$ cat src/rtl/aligned_write_packer_pkg.sv
// Shared definitions for the aligned write packer: byte/length/pointer widths
// and the packer state encoding.
package aligned_write_packer_pkg;

   localparam int BYTE_BITS               = 8;
   localparam int DEFAULT_WIDTH_BYTES     = 8;
   localparam int DEFAULT_SIZE_BYTES_LOG2 = 15;

   typedef enum logic [0:0] {
      STREAM = 1'b0,
      FLUSH  = 1'b1
   } packer_state_t;

   // Beat length field: 0..WIDTH_BYTES inclusive needs one bit more than the byte offset.
   function automatic int len_bits(input int width_bytes);
      return $clog2(width_bytes) + 1;
   endfunction

   // Committed pointer carries one wrap bit above the history address.
   function automatic int ptr_bits(input int size_log2);
      return size_log2 + 1;
   endfunction

endpackage

$ cat src/rtl/aligned_write_packer_if.sv
// Stream-in / aligned-write-out bundle of the aligned write packer.
interface aligned_write_packer_if
   import aligned_write_packer_pkg::*;
#(
   parameter int WIDTH_BYTES     = DEFAULT_WIDTH_BYTES,
   parameter int SIZE_BYTES_LOG2 = DEFAULT_SIZE_BYTES_LOG2
);
   localparam int LW = len_bits(WIDTH_BYTES);
   localparam int PW = ptr_bits(SIZE_BYTES_LOG2);

   // A beat transfers on a rising edge where in_valid && in_ready; while in_valid
   // is high without in_ready the source holds data/len/last stable.
   logic                         in_valid;
   logic                         in_ready;
   logic [WIDTH_BYTES*8-1:0]     in_data;
   logic [LW-1:0]                in_len;
   logic                         in_last;
   logic                         write_enable;
   logic [SIZE_BYTES_LOG2-1:0]   write_address;
   logic [WIDTH_BYTES*8-1:0]     write_data;
   logic [PW-1:0]                committed_ptr;
   logic                         done;

   modport master (
      output in_valid, in_data, in_len, in_last,
      input  in_ready, write_enable, write_address, write_data, committed_ptr, done
   );

   modport slave (
      input  in_valid, in_data, in_len, in_last,
      output in_ready, write_enable, write_address, write_data, committed_ptr, done
   );

endinterface

$ cat src/rtl/aligned_write_packer_unaligned_byte_merge.sv
// Combinational merge of a beat's low in_len bytes into the accumulator at byte offset cnt.
module aligned_write_packer_unaligned_byte_merge
   import aligned_write_packer_pkg::*;
#(
   parameter int WIDTH_BYTES = DEFAULT_WIDTH_BYTES
) (
   input  logic [2*WIDTH_BYTES*BYTE_BITS-1:0] acc,
   input  logic [$clog2(WIDTH_BYTES)-1:0]     cnt,
   input  logic [WIDTH_BYTES*BYTE_BITS-1:0]   in_data,
   input  logic [len_bits(WIDTH_BYTES)-1:0]   in_len,
   output logic [2*WIDTH_BYTES*BYTE_BITS-1:0] merged,
   output logic [len_bits(WIDTH_BYTES)-1:0]   total
);
   localparam int DW = WIDTH_BYTES*BYTE_BITS;
   localparam int LW = len_bits(WIDTH_BYTES);

   logic [2*DW-1:0] shifted;

   always_comb begin
      shifted = {{DW{1'b0}}, in_data} << (int'(cnt) * BYTE_BITS);
      merged  = acc;
      for (int i = 0; i < 2*WIDTH_BYTES; i++) begin
         if (i >= int'(cnt) && i < int'(cnt) + int'(in_len))
            merged[i*BYTE_BITS +: BYTE_BITS] = shifted[i*BYTE_BITS +: BYTE_BITS];
      end
      total = LW'(cnt) + in_len;
   end

endmodule

$ cat src/rtl/aligned_write_packer.sv
// Packs variable-length byte beats into aligned history-memory word writes and
// publishes a committed byte pointer. PACKER_ZERO_PAD_EN zeroes flush padding bytes.
module aligned_write_packer
   import aligned_write_packer_pkg::*;
#(
   parameter int WIDTH_BYTES     = DEFAULT_WIDTH_BYTES,
   parameter int SIZE_BYTES_LOG2 = DEFAULT_SIZE_BYTES_LOG2
) (
   input  logic                 clk,
   input  logic                 rst_n,
   aligned_write_packer_if.slave bus,
   output packer_state_t        dbg_state
);
   localparam int CW = $clog2(WIDTH_BYTES);
   localparam int LW = len_bits(WIDTH_BYTES);
   localparam int PW = ptr_bits(SIZE_BYTES_LOG2);
   localparam int DW = WIDTH_BYTES*BYTE_BITS;
   localparam logic [LW-1:0] FULL_LEN  = LW'(WIDTH_BYTES);
   localparam logic [PW-1:0] WORD_STEP = PW'(WIDTH_BYTES);

   packer_state_t   state;
   logic [2*DW-1:0] acc;
   logic [2*DW-1:0] merged;
   logic [CW-1:0]   cnt;
   logic [PW-1:0]   word_ptr;
   logic [LW-1:0]   len_sat;
   logic [LW-1:0]   total;
   logic [LW-1:0]   rem;
   logic            accept;
   logic            active;
   logic            full;
   logic [DW-1:0]   flush_data;

   assign accept    = bus.in_valid && bus.in_ready;
   assign len_sat   = (bus.in_len > FULL_LEN) ? FULL_LEN : bus.in_len;
   assign active    = accept && ((len_sat != '0) || bus.in_last);
   assign full      = (total >= FULL_LEN);
   assign rem       = full ? (total - FULL_LEN) : total;
   assign dbg_state = state;

   aligned_write_packer_unaligned_byte_merge #(.WIDTH_BYTES(WIDTH_BYTES)) u_merge (
      .acc     (acc),
      .cnt     (cnt),
      .in_data (bus.in_data),
      .in_len  (len_sat),
      .merged  (merged),
      .total   (total)
   );

   // In FLUSH, cnt holds the remainder; bytes at or above it are padding.
   always_comb begin
      flush_data = acc[DW-1:0];
`ifdef PACKER_ZERO_PAD_EN
      for (int i = 0; i < WIDTH_BYTES; i++) begin
         if (i >= int'(cnt))
            flush_data[i*BYTE_BITS +: BYTE_BITS] = '0;
      end
`endif
   end

   always_ff @(posedge clk or negedge rst_n) begin
      if (!rst_n) begin
         state             <= STREAM;
         acc               <= '0;
         cnt               <= '0;
         word_ptr          <= '0;
         bus.in_ready      <= 1'b1;
         bus.write_enable  <= 1'b0;
         bus.write_address <= '0;
         bus.write_data    <= '0;
         bus.committed_ptr <= '0;
         bus.done          <= 1'b0;
      end else begin
         bus.write_enable <= 1'b0;
         bus.done         <= 1'b0;
         case (state)
            STREAM: begin
               if (active) begin
                  if (full) begin
                     bus.write_enable  <= 1'b1;
                     bus.write_address <= word_ptr[SIZE_BYTES_LOG2-1:0];
                     bus.write_data    <= merged[DW-1:0];
                     bus.committed_ptr <= word_ptr + WORD_STEP;
                     word_ptr          <= word_ptr + WORD_STEP;
                     acc               <= {{DW{1'b0}}, merged[2*DW-1:DW]};
                  end else begin
                     // Snaps the pointer up to the word boundary after a flushed stream.
                     bus.committed_ptr <= word_ptr;
                     acc               <= merged;
                  end
                  cnt <= rem[CW-1:0];
                  if (bus.in_last) begin
                     if (rem != '0) begin
                        state        <= FLUSH;
                        bus.in_ready <= 1'b0;
                     end else begin
                        bus.done <= 1'b1;
                     end
                  end
               end
            end
            FLUSH: begin
               bus.write_enable  <= 1'b1;
               bus.write_address <= word_ptr[SIZE_BYTES_LOG2-1:0];
               bus.write_data    <= flush_data;
               bus.committed_ptr <= word_ptr + PW'(cnt);
               bus.done          <= 1'b1;
               word_ptr          <= word_ptr + WORD_STEP;
               cnt               <= '0;
               acc               <= '0;
               state             <= STREAM;
               bus.in_ready      <= 1'b1;
            end
            default: state <= STREAM;
         endcase
      end
   end

endmodule

$ cat src/flat_wrapper.sv
// flat-port wrapper written by rule: the top's interface ports become plain ports
module aligned_write_packer_flat import aligned_write_packer_pkg::*;
#(
   parameter int WIDTH_BYTES     = DEFAULT_WIDTH_BYTES,
   parameter int SIZE_BYTES_LOG2 = DEFAULT_SIZE_BYTES_LOG2
)
  (clk, rst_n, dbg_state, bus_in_valid, bus_in_data, bus_in_len, bus_in_last, bus_in_ready, bus_write_enable, bus_write_address, bus_write_data, bus_committed_ptr, bus_done);
  aligned_write_packer_if #(.WIDTH_BYTES(WIDTH_BYTES), .SIZE_BYTES_LOG2(SIZE_BYTES_LOG2)) bus_i ();
  input  logic clk;
  input  logic rst_n;
  output packer_state_t dbg_state;
  input wire logic [$bits(bus_i.in_valid)-1:0] bus_in_valid;
  input wire logic [$bits(bus_i.in_data)-1:0] bus_in_data;
  input wire logic [$bits(bus_i.in_len)-1:0] bus_in_len;
  input wire logic [$bits(bus_i.in_last)-1:0] bus_in_last;
  output wire logic [$bits(bus_i.in_ready)-1:0] bus_in_ready;
  output wire logic [$bits(bus_i.write_enable)-1:0] bus_write_enable;
  output wire logic [$bits(bus_i.write_address)-1:0] bus_write_address;
  output wire logic [$bits(bus_i.write_data)-1:0] bus_write_data;
  output wire logic [$bits(bus_i.committed_ptr)-1:0] bus_committed_ptr;
  output wire logic [$bits(bus_i.done)-1:0] bus_done;
  assign bus_i.in_valid = bus_in_valid;
  assign bus_i.in_data = bus_in_data;
  assign bus_i.in_len = bus_in_len;
  assign bus_i.in_last = bus_in_last;
  assign bus_in_ready = bus_i.in_ready;
  assign bus_write_enable = bus_i.write_enable;
  assign bus_write_address = bus_i.write_address;
  assign bus_write_data = bus_i.write_data;
  assign bus_committed_ptr = bus_i.committed_ptr;
  assign bus_done = bus_i.done;
  aligned_write_packer #(.WIDTH_BYTES(WIDTH_BYTES), .SIZE_BYTES_LOG2(SIZE_BYTES_LOG2)) u_core (.clk(clk), .rst_n(rst_n), .bus(bus_i), .dbg_state(dbg_state));
endmodule
$ cat config.mk
export PLATFORM = sky130hd
export DESIGN_NAME = aligned_write_packer_flat
export DESIGN_NICKNAME = d
export VERILOG_FILES = /design/src/rtl/aligned_write_packer_pkg.sv /design/src/rtl/aligned_write_packer_if.sv /design/src/rtl/aligned_write_packer_unaligned_byte_merge.sv /design/src/rtl/aligned_write_packer.sv /design/src/flat_wrapper.sv
export SDC_FILE = /design/constraint.sdc
export NUM_CORES = 1
export LEC_CHECK = 0
export CORE_ASPECT_RATIO = 1.2
export CORE_MARGIN = 3
export CORE_UTILIZATION = 57
export CTS_CLUSTER_DIAMETER = 30
export DETAILED_ROUTE_END_ITERATION = 7
export PLACE_DENSITY = 0.81
export SYNTH_ARGS = -nofsm -noshare
export SYNTH_HDL_FRONTEND = slang
export SYNTH_HIERARCHICAL = 1
export SYNTH_SLANG_ARGS = --single-unit
$ cat constraint.sdc
create_clock -name clk -period 3.9 [get_ports clk]
set_input_delay 0.585 -clock clk [delete_from_list [all_inputs] [get_ports clk]]
set_output_delay 0.585 -clock clk [all_outputs]
set_load 0.05 [all_outputs]
After elaboration in Yosys (flattened, before gate mapping)
Index checks and enable logic that the tools add are counted.
{ "totals": {"regBits": 246} }
{ "classes": {"addsub": 5, "n_lt_le_gt_ge": 25, "n_eq_ne": 4, "shift": 1, "muxes": 48, "bitwise_logic": 1, "n_reduce_logical": 14} }
{ "ops": {"columns": ["cell", "n"], "rows": [
  ["128-bit 2-to-1 mux", 2],
  ["128-bit one-hot mux with 2 select lines", 1],
  ["5-bit by 32-bit < comparator with 1-bit output (first input constant)", 7],
  ["4-bit by 32-bit < comparator with 1-bit output (first input constant)", 4],
  ["64-bit 2-to-1 mux", 2],
  ["8-bit 2-to-1 mux", 16],
  ["64-bit one-hot mux with 2 select lines", 1],
  ["64-bit by 6-bit << shifter with 128-bit output", 1],
  ["3-bit by 32-bit < comparator with 1-bit output (first input constant)", 2],
  ["16-bit one-hot mux with 2 select lines", 2],
  ["1-bit by 32-bit < comparator with 1-bit output (first input constant)", 1],
  ["2-bit by 32-bit < comparator with 1-bit output (first input constant)", 1],
  ["16-bit 2-to-1 mux", 2],
  ["15-bit 2-to-1 mux", 2],
  ["15-bit one-hot mux with 2 select lines", 1],
  ["16-bit by 3-bit adder with 16-bit output", 1],
  ["16-bit by 4-bit adder with 16-bit output (second input constant)", 1],
  ["1-bit 2-to-1 mux", 11],
  ["3-bit greater-or-equal comparator (first input constant)", 3],
  ["1-bit logical AND", 9],
  ["4-bit 2-to-1 mux", 2],
  ["1-bit one-hot mux with 2 select lines", 4],
  ["4-bit nonzero test", 2],
  ["1-bit by 3-bit greater-or-equal comparator with 1-bit output (first input constant)", 2],
  ["other kinds (15)", 18]
]} }

Logic depth before layout (Yosys ltp)
Gate-level depths: netlist (run 1).
{ "logic_depth": {"word_depth": 10, "ltp_mapped": 13} }

Hierarchy
Netlist (run 1), hierarchy kept.
{ "modules_own_cells": {"columns": ["mod", "instances", "cells_each", "area_each_um2", "seq_area_each_um2"], "rows": [
  ["aligned_write_packer", 1, 936, 10754.1, 6007.0],
  ["aligned_write_packer_unaligned_byte_merge", 1, 531, 3903.7, 0.0]
]} }

Worst setup path before layout (run 1)
OpenSTA, ideal clock, no wires.
{ "synth_path": {"kind": "input-to-reg", "from": "in bus_in_len[0]", "to": "reg u_core.acc[7]", "setup_ps": 150, "arrival_time_ps": 3003, "required_ps": 3750, "path_slack_ps": 747, "path_stages": 11, "path_buffers": 1, "path_cell_list": "nor2b_1 -> ha_1 -> fa_1 -> buf_4 -> xnor2_1 -> inv_2 -> nor2_4 -> a2111oi_4 -> mux2_2 -> mux2i_1 -> a211oi_2"} }
{ "synth_via": {"elab_cells_between_ends": 17, "cone_classes": "2 x add/sub; 4 x order compare; 1 x eq/ne; 6 x mux; 4 x reduce/logical"} }
{ "synth_lines": {"columns": ["element", "line", "source"], "rows": [
  ["start: declaration", "flat_wrapper.sv:14", "input wire logic [$bits(bus_i.in_len)-1:0] bus_in_len;"],
  ["4-bit greater-than comparator", "aligned_write_packer.sv:35", "assign len_sat = (bus.in_len > FULL_LEN) ? FULL_LEN : bus.in_len;"],
  ["4-bit 2-to-1 mux *", "aligned_write_packer.sv:35", null],
  ["3-bit by 4-bit adder with 4-bit output *", "aligned_write_packer_unaligned_byte_merge.sv:26", "total = LW'(cnt) + in_len;"],
  ["via u_core.total[2]", "aligned_write_packer.sv:27", "logic [LW-1:0] total;"],
  ["4-bit greater-or-equal comparator *", "aligned_write_packer.sv:37", "assign full = (total >= FULL_LEN);"],
  ["128-bit 2-to-1 mux *", "aligned_write_packer.sv:79", "if (full) begin"],
  ["128-bit 2-to-1 mux *", "aligned_write_packer.sv:78", "if (active) begin"],
  ["128-bit one-hot mux with 2 select lines *", "aligned_write_packer.sv:76", "case (state)"],
  ["end signal: assignment", "aligned_write_packer.sv:85", "acc <= {{DW{1'b0}}, merged[2*DW-1:DW]};"],
  ["end signal: assignment", "aligned_write_packer.sv:89", "acc <= merged;"],
  ["end: declaration", "aligned_write_packer.sv:22", "logic [2*DW-1:0] acc;"]
]} }
The timed path passes the listed nets; every way through them passes the cells marked *. The select of a mux whose other input is x is not followed.
A chain may end at the register's enable or synchronous reset.

Worst setup path in the final report (run 1)
{ "layout_path": {"from": "in bus_in_len[0]", "to": "reg u_core.acc[39]"} }
{ "layout_via": {"elab_cells_between_ends": 17, "cone_classes": "2 x add/sub; 4 x order compare; 1 x eq/ne; 6 x mux; 4 x reduce/logical"} }
{ "layout_lines": {"columns": ["element", "line", "source"], "rows": [
  ["4-bit greater-than comparator", "aligned_write_packer.sv:35", null],
  ["4-bit 2-to-1 mux *", "aligned_write_packer.sv:35", null],
  ["via u_core.len_sat[0]", "aligned_write_packer.sv:26", "logic [LW-1:0] len_sat;"],
  ["3-bit by 4-bit adder with 4-bit output *", "aligned_write_packer_unaligned_byte_merge.sv:26", null],
  ["via u_core.total[1]", "aligned_write_packer.sv:27", null],
  ["4-bit greater-or-equal comparator *", "aligned_write_packer.sv:37", null],
  ["128-bit 2-to-1 mux *", "aligned_write_packer.sv:79", null],
  ["128-bit 2-to-1 mux *", "aligned_write_packer.sv:78", null],
  ["128-bit one-hot mux with 2 select lines *", "aligned_write_packer.sv:76", null]
]} }
Marked as above.

==> metrics.md, run 1 <==
| Metric | Value |
|---|---|
| Status | finished clean |
| Maximum vdd ir drop | ~0.00036 V |
| Hold crit path type | primary input to asynchronous set/reset pin |
| CP required | roughly 4.3 ns |
| Final hold violations | 0 |
| Worst Setup SP | bus_in_len[0] |
| Mapped Cells | approximately 1,500 |
| Largest net degree at the start of global routing | 110 |
| Max incr delay on CP | roughly 0.5 ns |
| Avg Cell Area, Syn | around 10 um2 |
| Initial antenna violation count | 2 |
| Hold_buf cts | 0 |
| Overflow after GRT | 0 |
| Critical Path Start Type | primary input |
| Final Power | 7.04 mW |
| Most common cell after layout, fill and taps aside | dfrtp_1 |
| CTS Root Cell | clkbuf_16 |
| Worst-margin pin slew | around 1.1 ns |
| Final worst-path cycle share | 0.869 |
| Ys flop type | dfrtp_1 |
| Synth top area share | 0.408 |
| Setup Buffers After CTS | 0 |
| Slew margin rel. | 0.287 |
| Post-Layout Cell Count | approximately 2,000 |
| Clk pin slew, worst setup/hold paths | 0.05 ns |
| Starting density of the core | 0.587 |
| CP endpoint kind | flop |
| Seq cells post-synth | 240 |
| FMAX | around 300 MHz |
| Row count | 63 |
| Clk_lat worst skew | 0.53 ns |
| Leakage | around 7.6 nW |
| Asr flop ratio synth | 1.00 |
| R2R depth | 8 |
| Final WL | 45.8 mm |
| Iteration-0 DRC Markers | 1,237 |
| R2R setup slack | 0.74 ns |
| First-pass GRT wire length | between 70 and 80 mm |
| Tmin final | ~3.4 ns |
| Synth area leader | dfrtp_1 |
| Vias per inst | 6.29 |
| RR Startpoint | u_core/cnt[0] |
| Slowest cell on crit path | fa_1 |
| Post-CTS sizing | 0 |
| Seq/Total Area, Yosys | 0.410 |
| P per Cell Area | between 300 and 400 mW/mm2 |
| Top fanout value on the critical path | 8 |
| Highest-count cells in the layout ignoring fill and taps | dfrtp_1, nand2_1, mux2i_1, clkdlybuf4s50_1, o21ai_0 |
| CTS sink cnt | 240 |
| RR Endpoint | u_core/acc[39] |
| Nets | about 1,700 |
| Cell area after synthesis | about 0.015 mm2 |
| Critical path class | primary input to flop |
| Setup TNS | 0 ns |
| Area grow syn2layout | 24.7% |
| Count of pins over their slew limit | 0 |
| Dpl cells | 1,888 |
| Worst EP arrival | 3.75 ns |
| Die Wd | roughly 150 um |
| I/O Buffers | 167 |
| Final setup viols | 0 |
| Share of cells above drive strength 1 | 0.199 |
| Routed vias | roughly 12,000 |
| Final core occ | 0.731 |
| Most frequent CP cell | nor2_1 |
| Total CTS buffers | 47 |
| Die Height | 182 um |
| Area contributors post-synth | dfrtp_1, mux2i_1, mux2_2 |
| Placer Congestion | about 0.96 |
| I/O pin count | 171 |
| CTS tree | yes |
| DRC Markers | 0 |
| Yosys cell types | 61 |
| Unrepaired setup endpoints after global routing | no |
| Yosys Warn Count | 6 |
| MaxCap Viol Count | 0 |
| Worst hold slack | 0.124 ns |
| Wire length per cell | 23.2 um |
| Longest Clk Path Bufs | 3 |
| Die area | roughly 0.028 mm2 |
| H-tree depth | 2 |
| Vias in the first global route | between 10,000 and 15,000 |
| Post-synth EDFFs | 0 |
| Total global routing track utilization | 0.325 |
| Fin Clk Skew | 0.0104 ns |
| TritonRoute pass-1 iters | 6 |
| DRT antenna net count | 0 |
| Core area | 0.0250 mm2 |
| DPL Wire Length | 31.0 mm |
| Critical path, cell by cell | clkdlybuf4s50_1 > nor2b_1 > ha_1 > fa_1 > nor2_1 > nor2_1 > o31ai_4 > mux2_2 > mux2i_1 > a211oi_2 |
==> cell families (layout without fill, tap and decap cells) <==
kind of cell | count (synthesis) | after routing | share of synthesized area
and+or+nand+nor | 368 | 368 | 0.107
AOI/OAI and AO/OA | 352 | 352 | 0.189
muxes | 313 | 313 | 0.223
DFF | 240 | 240 | 0.410
buffers and inverters | 162 | 339 | 0.0510
xor gates and xnor gates | 26 | 26 | 0.0160
adders and majority gates | 5 | 5 | 0.00478
other | 1 | 6 | 0.000256
==> layout make-up <==
class / count / area (um2)
multi-input cells: 1067 / 7950
fillers: 1798 / 6720
flip-flops and latches: 240 / 6020
repair buffers: 221 / 2180
clock buffers: 68 / 1370
well taps: 325 / 407
clock inverters: 15 / 210
inverters: 35 / 131
diodes: 3 / 7.51
==> power by group <==
| group | switching [mW] | internal, mW |
|---|---|---|
| sequential | 0 | 2.50 |
| combinational | 0.305 | 0.217 |
| clock | 1.29 | 2.73 |
==> critical path, delay by kind of cell <==
family	cells	cell delay, ns
fa+ha+maj	2	0.74
buf+inv	1	0.50
simple gates	3	0.67
mux	2	0.62
compound gates	2	0.62
==> through the flow <==
stage	setup WS (ns)	cell area (um2)
after floorplan	0.747	14700
after global placement	0.164	16700
after detailed placement	0.0480	16700
after CTS	0.540	18300
after global routing	0.351	18300
final	0.512	18300
==> cells in the mapped netlist, types with 6 or more instances <==
library cell and number:
a211oi_2 60, a21o_1 6, a21oi_1 12, a22o_1 71, a2bb2oi_1 15, and2_1 9
and3_1 10, buf_1 13, buf_2 39, buf_4 6, buf_6 9, clkbuf_1 60
dfrtp_1 239, inv_1 33, mux2_2 104, mux2i_1 209, nand2_1 218, nor2_1 80
nor2b_1 7, nor3_1 11, o21ai_0 144, o22ai_1 9, o2bb2ai_1 8, or2_2 9
xnor2_1 15, xor2_1 10
==> state kept, by name, summed over array words and instances, names as in the netlist <==
signal,count
u_core/bus.write_data,64
u_core/bus.done,1
u_core/bus.in_ready,1
u_core/bus.committed_ptr,16
u_core/dbg_state,1
u_core/bus.write_address,12
u_core/bus.write_enable,1
u_core/cnt,3
u_core/word_ptr,13
u_core/acc,128
==> routing by layer <==
metal | share of wire | wire [um] | global-route usage
met5 | 0.00028 | 13 | 0
met4 | 0.059 | 2710 | 0.163
met3 | 0.078 | 3590 | 0.0574
met2 | 0.48 | 21800 | 0.537
met1 | 0.39 | 17700 | 0.414
==> worst max path at each step <==
stage | endpoint | slack, ns
5_1_grt | u_core/acc[39] | 0.35
2_1_floorplan | u_core/acc[7] | 0.75
6_report | u_core/acc[39] | 0.51
4_1_cts | u_core/acc[39] | 0.54
3_3_place_gp | u_core/acc[39] | 0.16
3_5_place_dp | u_core/acc[38] | 0.05
Power figures use the tool's default switching activity.
==> run 2: changes to the inputs <==
- CORE_UTILIZATION: 57 -> 59
- CTS_BUF_LIST: not set -> sky130_fd_sc_hd__clkbuf_2
- PLACE_DENSITY: 0.81 -> 0.93
==> metrics.md, run 2 (same netlist as run 1, synthesis figures left out) <==
| Metric | Value |
|---|---|
| Placer Congestion | 0.960 (+0.43%) |
| Share of cells above drive strength 1 | 0.207 (+0.00879) |
| Wire length per cell | 22.5 um (-3.3%) |
| Routed vias | 12,684 (+2.2%) |
| Unrepaired setup endpoints after global routing | no |
| Max incr delay on CP | 0.62 ns (+0.11 ns) |
| Die Height | 179 um (-1.7%) |
| CTS sink cnt | 240 (unchanged) |
| Slowest cell on crit path | dfrtp_4 |
| Setup TNS | 0 ns (unchanged) |
| Iteration-0 DRC Markers | 1,327 (+7.3%) |
| DPL Wire Length | 31.0 mm (-0.26%) |
| Leakage | 7.25 nW (-4.9%) |
| Tmin final | 3.34 ns (-0.0446 ns) |
| Nets | 1,701 (+0.71%) |
| CP required | 4.62 ns (+0.36 ns) |
| RR Endpoint | u_core/bus.write_data[37] |
| Final WL | 44.6 mm (-2.8%) |
| Worst-margin pin slew | 1.03 ns (-0.0329 ns) |
| Area grow syn2layout | 17.3% |
| CTS tree | yes |
| Failing checks | design-rule violations |
| Critical Path Start Type | flop |
| Starting density of the core | 0.606 (+0.0190) |
| Core area | 0.0242 mm2 (-3.1%) |
| Final hold violations | 0 (unchanged) |
| Row count | 62 (-1.6%) |
| Setup Buffers After CTS | 0 (unchanged) |
| Slew margin rel. | 0.311 (+0.0241) |
| Vias in the first global route | 12,770 (+2.3%) |
| Maximum vdd ir drop | 0.000219 V (-40%) |
| First-pass GRT wire length | 69.5 mm (-2.6%) |
| Initial antenna violation count | 3 (+1) |
| Total global routing track utilization | 0.331 (+0.00563) |
| H-tree depth | 2 (unchanged) |
| Area occupied by multi-input gates | 0.00795 mm2 (unchanged) |
| RR Startpoint | u_core/cnt[0] |
| Psw | 1.35 mW (-15%) |
| Critical path class | flop to flop |
| I/O pin count | 171 (unchanged) |
| Final core occ | 0.711 (-0.0207) |
| Final worst-path cycle share | 0.857 (-0.0114) |
| Largest net degree at the start of global routing | 87 (-21%) |
| Clk_lat worst skew | 0.88 ns (+0.35 ns) |
| Top fanout value on the critical path | 20 (+12) |
| Largest register FFs | 128 (unchanged) |
| Most common cell after layout, fill and taps aside | dfrtp_1 |
| Final setup viols | 0 (unchanged) |
| DRC Markers | 4 (+4) |
| Status | complete, but fails checks |
| Fin Clk Skew | 0.0569 ns (+0.0465 ns) |
| Vias per inst | 6.39 (+1.6%) |
| I/O Buffers | 167 (unchanged) |
| Fillcell total | 1,775 (-1.3%) |
| Count of pins over their slew limit | 0 (unchanged) |
| R2R depth | 10 (+2) |
| FMAX | 299 MHz (+1.3%) |
| Critical path, cell by cell | ha_1 > fa_1 > buf_4 > a21o_1 > and2_1 > o31ai_4 > buf_4 > mux2_2 > mux2i_1 > o21ai_0 |
| Reg area | 0.00602 mm2 (unchanged) |
| Worst EP arrival | 4.07 ns (+0.32 ns) |
| P per Cell Area | 277 mW/mm2 (-28%) |
| DRT antenna net count | 0 (unchanged) |
| Most frequent CP cell | buf_4 |
| Longest Clk Path Bufs | 3 (unchanged) |
| Highest-count cells in the layout ignoring fill and taps | dfrtp_1, nand2_1, mux2i_1, clkdlybuf4s50_1, o21ai_0 |
| Combinational share of power | 0.111 (+0.037) |
| Overflow after GRT | 0 (unchanged) |
| R2R setup slack | 0.56 ns (-0.18 ns) |
| Seq pwr share | 0.522 (+0.168) |
| Clk pin slew, worst setup/hold paths | 0.11 ns (+0.06 ns) |
| MaxCap Viol Count | 0 (unchanged) |
| Clock power frac | 0.367 (-0.204) |
| Die area | 0.0268 mm2 (-3.3%) |
| Largest Register | u_core/acc |
| Hold crit path type | primary input to asynchronous set/reset pin |
| CTS Root Cell | clkbuf_2 |
| Die Wd | 150 um (-1.6%) |
| TritonRoute pass-1 iters | 8 (+2) |
| Total CTS buffers | 60 (+28%) |
| CP endpoint kind | flop |
| Largest registers | u_core/acc (128), u_core/bus.write_data (64), u_core/bus.committed_ptr (16) |
| Internal | 3.41 mW (-37%) |
| Sw Share | 0.284 (+0.0575) |
## run 2: worst max-delay path: cells and delay by family (launching register included)
kind	cells	cell delay (ns)
adder cells (fa/ha/maj)	2	0.72
flip-flops	1	0.62
AO/OA/AOI/OAI	3	0.62
multiplexers	2	0.58
buffers and inverters	2	0.40
AND/OR/NAND/NOR	1	0.26
## run 2: layout make-up
cell class / count / area share
inverter: 35 / 0.00764
multi-input combinational: 1067 / 0.462
antenna: 2 / 0.000291
sequential: 240 / 0.350
tap: 320 / 0.0233
clock inverter: 18 / 0.00735
timing repair buffer: 220 / 0.125
clock buffer: 83 / 0.0242
## run 2: power groups by stage
| stage | sequential (mW) | clock (mW) | combinational (mW) |
|---|---|---|---|
| after floorplan | 2.54 | 0 | 0.247 |
| after global placement | 2.54 | 0 | 0.498 |
| after detailed placement | 2.54 | 0 | 0.510 |
| after CTS | 2.49 | 1.77 | 0.514 |
| after global routing | 2.49 | 1.92 | 0.553 |
| final | 2.49 | 1.75 | 0.528 |
## run 2: metal layers
metal | vias up | wire length (um) | track usage
met5 | - | 12 | 0
met4 | 2 | 3140 | 0.204
met3 | 193 | 4620 | 0.0769
met2 | 764 | 20400 | 0.523
met1 | 6144 | 16400 | 0.412
li1 | 5581 | - | -
## run 2: per-stage QoR
stage	setup slack (ns)	hold slack, ns	area, um2	total power, mW	std cells
final	0.556	0.341	17200	4.76	1985
after floorplan	0.747	0.289	14700	2.78	1469
after global routing	0.428	0.326	17200	4.96	1984
after CTS	0.573	0.288	17200	4.77	1983
after detailed placement	0.0643	0.455	16600	3.05	1881
after global placement	0.202	0.453	16600	3.03	1881
## run 2: what timing repair did
item	4_1_cts	5_1_grt
endpoints found under the hold margin	81	0
resized for setup	0	0
endpoints found under the setup margin	0	0
hold buffers	1	0
## run 2: worst max-delay path by stage
stage                                end          start  slack, ns  depth (start not counted)
2_1_floorplan              u_core/acc[7]  bus_in_len[0]       0.75                         11
3_3_place_gp               u_core/acc[4]  bus_in_len[0]       0.20                         11
3_5_place_dp              u_core/acc[36]  bus_in_len[3]       0.06                         12
4_1_cts        u_core/bus.write_data[37]  u_core/cnt[0]       0.57                         10
5_1_grt                    u_core/acc[4]  u_core/cnt[0]       0.43                          9
6_report       u_core/bus.write_data[37]  u_core/cnt[0]       0.56                         10
